**src/rtl/cpu_pkg.sv**
```systemverilog
// Shared encodings for the basic CPU control sequencer and its datapath.
package cpu_pkg;

    localparam logic [1:0] ALU_NOP = 2'b00;
    localparam logic [1:0] ALU_ADD = 2'b01;
    localparam logic [1:0] ALU_SUB = 2'b10;

    localparam logic [2:0] OP_MV  = 3'b000;
    localparam logic [2:0] OP_MVI = 3'b001;
    localparam logic [2:0] OP_ADD = 3'b010;
    localparam logic [2:0] OP_SUB = 3'b011;

    typedef enum logic [1:0] {
        T0 = 2'd0,
        T1 = 2'd1,
        T2 = 2'd2,
        T3 = 2'd3
    } tslot_t;

    localparam int IR_W     = 9;
    localparam int IR_OP_HI = 8;
    localparam int IR_OP_LO = 6;
    localparam int IR_RX_HI = 5;
    localparam int IR_RX_LO = 3;
    localparam int IR_RY_HI = 2;
    localparam int IR_RY_LO = 0;

endpackage

```
**src/rtl/cpu_ctrl_dec3to8.sv**
```systemverilog
// 3-to-8 one-hot decoder with enable; all-zero output when disabled.
module dec3to8 (
    input  logic       i_en,
    input  logic [2:0] i_sel,
    output logic [7:0] o_onehot
);

    always_comb begin
        o_onehot = 8'h00;
        if (i_en) o_onehot[i_sel] = 1'b1;
    end

endmodule

```
**src/rtl/cpu_ctrl.sv**
```systemverilog
// Multi-cycle control sequencer: fetches an instruction in T0 and
// drives datapath enables for slots T1..T3.
module cpu_ctrl
    import cpu_pkg::*;
#(
    parameter int word = 16
) (
    input  logic            clk,
    input  logic            resetn,
    input  logic            run,
    input  logic [word-1:0] din,
    output logic            ir_in,
    output logic [7:0]      r_in,
    output logic [7:0]      r_out,
    output logic            din_out,
    output logic            a_in,
    output logic            g_in,
    output logic            g_out,
    output logic [1:0]      alu_op,
    output logic            done
);

    tslot_t            r_state;
    logic [IR_W-1:0]   r_ir;

    logic [2:0] w_op;
    logic [2:0] w_rx;
    logic [2:0] w_ry;
    logic       w_arith;
    logic       w_rin_en;
    logic [2:0] w_rin_sel;
    logic       w_rout_en;
    logic [2:0] w_rout_sel;

    assign w_op    = r_ir[IR_OP_HI:IR_OP_LO];
    assign w_rx    = r_ir[IR_RX_HI:IR_RX_LO];
    assign w_ry    = r_ir[IR_RY_HI:IR_RY_LO];
    assign w_arith = (w_op == OP_ADD) || (w_op == OP_SUB);

    // Upper instruction bits carry no meaning for this decoder.
    generate
        if (word > IR_W) begin : g_hi
            logic w_din_unused;
            assign w_din_unused = ^din[word-1:IR_W];
        end
    endgenerate

    always_ff @(posedge clk) begin
        if (!resetn) begin
            r_state <= T0;
            r_ir    <= '0;
        end else begin
            unique case (r_state)
                T0: begin
                    if (run) begin
                        r_ir    <= din[IR_W-1:0];
                        r_state <= T1;
                    end
                end
                T1:      r_state <= w_arith ? T2 : T0;
                T2:      r_state <= T3;
                default: r_state <= T0;
            endcase
        end
    end

    always_comb begin
        ir_in      = 1'b0;
        din_out    = 1'b0;
        a_in       = 1'b0;
        g_in       = 1'b0;
        g_out      = 1'b0;
        alu_op     = ALU_NOP;
        done       = 1'b0;
        w_rin_en   = 1'b0;
        w_rin_sel  = w_rx;
        w_rout_en  = 1'b0;
        w_rout_sel = w_ry;
        unique case (r_state)
            T0: ir_in = run;
            T1: begin
                unique case (w_op)
                    OP_MV: begin
                        w_rout_en = 1'b1;
                        w_rin_en  = 1'b1;
                        done      = 1'b1;
                    end
                    OP_MVI: begin
                        din_out  = 1'b1;
                        w_rin_en = 1'b1;
                        done     = 1'b1;
                    end
                    OP_ADD, OP_SUB: begin
                        w_rout_en  = 1'b1;
                        w_rout_sel = w_rx;
                        a_in       = 1'b1;
                    end
                    default: done = 1'b1;
                endcase
            end
            T2: begin
                w_rout_en = 1'b1;
                g_in      = 1'b1;
                alu_op    = (w_op == OP_SUB) ? ALU_SUB : ALU_ADD;
            end
            default: begin
                g_out    = 1'b1;
                w_rin_en = 1'b1;
                done     = 1'b1;
            end
        endcase
    end

    dec3to8 u_dec_in (
        .i_en     (w_rin_en),
        .i_sel    (w_rin_sel),
        .o_onehot (r_in)
    );

    dec3to8 u_dec_out (
        .i_en     (w_rout_en),
        .i_sel    (w_rout_sel),
        .o_onehot (r_out)
    );

endmodule

```
**config.mk**
```make
export PLATFORM = sky130hd
export DESIGN_NAME = cpu_ctrl
export DESIGN_NICKNAME = d
export VERILOG_FILES = /design/src/rtl/cpu_pkg.sv /design/src/rtl/cpu_ctrl_dec3to8.sv /design/src/rtl/cpu_ctrl.sv
export SDC_FILE = /design/constraint.sdc
export NUM_CORES = 1
export LEC_CHECK = 0
export CORE_MARGIN = 2
export CORE_UTILIZATION = 33
export CTS_CLUSTER_DIAMETER = 100
export DETAILED_ROUTE_END_ITERATION = 8
export HOLD_SLACK_MARGIN = 0.05
export PLACE_DENSITY = 0.81
export SYNTH_ARGS = -nofsm -noshare
export SYNTH_HDL_FRONTEND = slang
export SYNTH_SLANG_ARGS = --single-unit
export TNS_END_PERCENT = 50
```
**constraint.sdc**
```tcl
create_clock -name clk -period 1.7 [get_ports clk]
set_clock_uncertainty 0.05 [all_clocks]
set_input_delay 0.34 -clock clk [delete_from_list [all_inputs] [get_ports clk]]
set_output_delay 0.34 -clock clk [all_outputs]
set_load 0.03 [all_outputs]
```
# --- Yosys cells after proc, flatten, opt, wreduce, memory -nomap -nowiden ---
# Index checks and enable logic that the tools add are counted.
totals:
  ff_bits: 11
  in_bits: 19
  out_inout_bits: 24
  wordCells: 49
classes:
  n_lt_le_gt_ge: 4
  eq_ne: 6
  mux: 26
  n_reduce_logical: 11
ops:
  columns: ["operator", "n"]
  rows:
  - ["8-bit two-way mux", 2]
  - ["1-bit two-way mux", 12]
  - ["3-bit by 4-bit less-than comparator with 1-bit output (second input constant)", 2]
  - ["2-bit two-way mux", 4]
  - ["1-bit demux with 3-bit select", 2]
  - ["3-bit by 2-bit equality test with 1-bit output (second input constant)", 2]
  - ["3-bit by 1-bit greater-or-equal comparator with 1-bit output (second input constant)", 2]
  - ["3-bit two-way mux", 2]
  - ["1-bit one-hot mux with 2 select lines", 3]
  - ["2-bit one-hot mux with 3 select lines", 1]
  - ["2-bit OR reduction", 3]
  - ["3-bit OR reduction", 2]
  - ["3-bit by 1-bit equality test with 1-bit output (second input constant)", 1]
  - ["3-bit zero test", 1]
  - ["2-bit by 1-bit equality test with 1-bit output (second input constant)", 1]
  - ["2-bit equality test (second input constant)", 1]
  - ["1-bit logical AND", 2]
  - ["2-bit zero test", 1]
  - ["2-bit != test (second input constant)", 1]
  - ["2-bit AND reduction", 1]
  - ["1-bit logical OR", 1]

# --- Logic depth before layout (Yosys ltp) ---
logic_depth:
  depth_word: 9
  depth_mapped: 7
  depth_no_buf: 6

# --- Modules after synthesis ---
# Synthesis repeated with hierarchy kept, for this count alone.
unflattened:
  cells_unflattened: 90
  area_unflattened_um2: 834.6
by_module_without_submodules:
  columns: ["mod", "instances", "cells_per_inst", "area_each_um2", "seq_area_each_um2"]
  rows:
  - ["cpu_ctrl", 1, 74, 643.1, 220.2]
  - ["dec3to8 at u_dec_in", 1, 8, 96.3, 0.0]
  - ["dec3to8 at u_dec_out", 1, 8, 95.1, 0.0]

# --- Least setup slack after synthesis ---
# OpenSTA, ideal clock, no wires.
synth_timing:
  path_kind: "register to output"
  startpoint: "register r_state[0]"
  endpoint: "output port r_out[7]"
  arrival_ns: 1.790
  required_ns: 1.310
  slack_ns: -0.480
  path_stages_with_launch: 7
  path_buffers: 0
  cell_sequence: "dfxtp_1 -> inv_1 -> ha_1 -> inv_1 -> o31ai_4 -> nand3b_4 -> nor3_1"
synth_between:
  elab_chain_cells: 7
  elab_cells_between_ends: 10
  classes_between: "order compare: 2; eq/ne: 2; mux: 5; reduce/logical: 1"
synth_rtl:
  columns: ["element", "line", "rtl"]
  rows:
  - ["start: declaration", "cpu_ctrl.sv:23", "tslot_t r_state;"]
  - ["start signal: assignment", "cpu_ctrl.sv:60", "T1: r_state <= w_arith ? T2 : T0;"]
  - ["2-bit by 1-bit equality test with 1-bit output", "cpu_ctrl.sv:79", "unique case (r_state)"]
  - ["3-bit two-way mux", "cpu_ctrl.sv:79", null]
  - ["3-bit by 4-bit less-than comparator with 1-bit output (implied by the code) or 3-bit by 1-bit greater-or-equal comparator with 1-bit output (tied branches)", "cpu_ctrl_dec3to8.sv:10", "if (i_en) o_onehot[i_sel] = 1'b1;"]
  - ["1-bit logical AND (implied by the code)", "cpu_ctrl_dec3to8.sv:10", null]
  - ["1-bit two-way mux (implied by the code)", "cpu_ctrl_dec3to8.sv:10", null]
  - ["1-bit demux with 3-bit select", null, null]
  - ["8-bit two-way mux *", "cpu_ctrl_dec3to8.sv:10", null]
  - ["end: declaration", "cpu_ctrl.sv:14", "output logic [7:0] r_out,"]
# Every way passes the cells marked *; elsewhere a longest branch is shown, timed or not.

# --- Worst setup path after layout ---
# Ends and elaborated chain as after synthesis.

==> results.cfg <==
[power]
leakage_nw = 0.687
p_per_area_mw_per_mm2 = 486
ir_worst_vdd_mv = 0.465

[logic_synthesis]
ys_types = 23
synth_edf_count = 0
yosysSeqAreaShare_pct = 29.6
ys_ff_latch = 11
syn-num-nets = 119
synth_common_cells = nand2_1 (21), nor2_1 (12), dfxtp_1 (11)
yosysTopAreaCell = dfxtp_1
syn_area_um2 = 744
synth-async-reset-ratio_pct = 0
synth_area_leaders = dfxtp_1 (30%), nand2_1 (11%), a21boi_0 (9.1%), ha_1 (6.7%), nor2_1 (6.1%)
syn_inst = 96
synth_most_common_cell = nand2_1
synth_top_flop_cell = dfxtp_1
syn_avg_cell_area_um2 = 7.75
synth_top_cell_area_share_pct = 29.6
yosys_warnings = 0

[floorplanning]
coreArea_mm2 = 0.00217
rows = 17
fp.dieH_um = 51.5
die_x_um = 51.5
top_level_ports = 43
start_util_pct = 34.3
die-area_mm2 = 0.00265

[routing]
wl_per_cell_um = 11.1
num_vias = 879
drtIter0Drc = 12
highest_layer = met4
met3WireLength_um = 86
wl_met1_um = 810
met2_length_um = 1120
routed_wl_um = 2050
ant_nets = 0
drc = 0
drt-pass1-iter-count = 4
via_per_inst = 4.78

[worst_hold_path]
hold_class = flip-flop to flip-flop
min_delay_path_depth = 2

[clocking]
cts_max_level = 1
ctsHoldBuffers = 0
clockBufferDepth = 2
numCtsBuffers = 3
cts_root_buffer = clkbuf_4
clk_pin_slew_ns = 0.08
cts_tree = built
clock_latency_ns = 0.27
cts_num_sinks = 11

[finish]
drive_gt1_share_pct = 57.1
diodes = 0
fin_util_pct = 70.0
final_nets = 180
multi_input_area_um2 = 707
area_growth_pct = 104
fill_cells = 173
seqCellArea_um2 = 223

[sta]
drv_slew = 0
post-route-period-util_pct = 126
min_period_ns = 2.14
max_freq_mhz = 467
max_slew_margin_pct = 77.6
setup_violations = 22
finalHoldViolCount = 0
setup_ws_ns = -0.441
tightest_slew_ns = 0.336
rsz0062_at_grt = true

[placed_design]
place_ws_ns = -0.202
dp_hpwl_um = 1720
portBuffers = 35
finalWeightedCongestion = 0.720

[flow_run]
drv_cap = 0

[global_route]
antenna_found_initial = 0
grt_pass1_vias = 823
grt_max_degree = 12
grt_overflow_total = 0
grt_pass1_wl_um = 3550
gr-usage-all-layers_pct = 17.6

[setup_path]
end_kind = output pin
critPathArrivalTime_ns = 1.75
cp-start-kind = flip-flop
path_class = flip-flop to output pin
worstPathMaxFanout = 5
required_ns = 1.31
r2r_cells = 8

[outcome]
violations = setup timing
outcome = finished, violations left
path summary, 6_finish.rpt:
check | slack [ns] | endpoint | start
max | -0.44 | r_out[7] | r_state[0]
min reg2reg | 0.46 | r_ir[0] | r_ir[0]
max reg2reg | 0.33 | r_state[0] | r_state[1]
min | 0.46 | r_ir[0] | r_ir[0]
per-stage QoR:
stage / power, mW / cells / hold WS [ns] / setup TNS [ns] / cell area (um2)
6_report: 0.738 / 184 / 0.457 / -5.90 / 1520
5_1_grt: 0.772 / 184 / 0.478 / -7.90 / 1520
4_1_cts: 0.735 / 183 / 0.455 / -7.13 / 1490
3_5_place_dp: 0.543 / 177 / 0.444 / -2.19 / 1400
3_3_place_gp: 0.536 / 177 / 0.439 / -1.76 / 1400
2_1_floorplan: 0.445 / 96 / 0.419 / -1.31 / 928
metal layers:
metal,track usage (%),vias to the layer above
met5,0,-
met4,5.26,0
met3,2.59,5
met2,31.8,26
met1,21.5,406
li1,-,442
report_power, final:
group          leakage, nW  total [mW]  internal (mW)  switching (mW)
clock               0.0150       0.186         0.0909          0.0951
sequential          0.0911       0.291          0.274          0.0171
combinational        0.580       0.261          0.128           0.134
registers in the layout, summed over array words and instances (netlist names):
signal and count:
r_ir 9, r_state 2
critical path, stage by stage (launching register included):
cell and delay (ns):
dfxtp_2 0.37, ha_4 0.17, nand3b_4 0.15, mux2i_4 0.24, nand3b_4 0.24, nor3_4 0.16
buf_6 0.15
kinds of logic (layout without fill, tap and decap cells):
family | Yosys count | in the layout | synth area share [%]
AOI/OAI and AO/OA | 18 | 18 | 18.7
adders and majority gates | 4 | 4 | 6.72
buffers and inverters | 8 | 68 | 4.03
DFF | 11 | 11 | 29.6
muxes | 3 | 3 | 4.03
and+or+nand+nor | 52 | 52 | 37.0
cell usage in the layout, fill, tap and decap left out:
cell type,netlist,final
a21boi_0,9,9
a21oi_1,3,3
and2_1,1,1
and2b_2,1,1
and3_1,1,1
buf_4,0,36
buf_6,0,11
clkbuf_1,2,1
clkbuf_4,0,3
clkdlybuf4s50_1,0,11
dfxtp_1,11,9
dfxtp_2,0,2
ha_1,4,1
ha_2,0,1
ha_4,0,2
inv_1,5,3
inv_2,0,3
mux2i_4,0,3
nand2_1,21,19
nand2_2,0,2
nand2b_1,5,3
nand2b_4,0,2
nand3_4,0,1
nand3b_4,2,2
nor2_2,0,6
nor2_4,0,6
nor2b_1,3,3
nor3_2,1,1
nor3_4,0,4
o21ai_0,2,1
o21ai_2,0,1
o21bai_1,2,1
o21bai_4,0,1
o311a_1,1,1
o31ai_4,1,1
layout make-up:
type | count | share of cell area (%)
Clock buffer | 4 | 1.73
Inverter | 6 | 1.48
Multi-Input combinational cell | 77 | 46.6
Sequential cell | 11 | 14.7
Tap cell | 28 | 2.31
Timing Repair Buffer | 58 | 33.2
timing repair:
item                       4_1_cts  5_1_grt
pin swaps                        4        0
buffers inserted                 2        1
setup endpoints to repair       23       23
gates resized for setup         15        4
No activity file was read; power rests on OpenSTA's default activity.
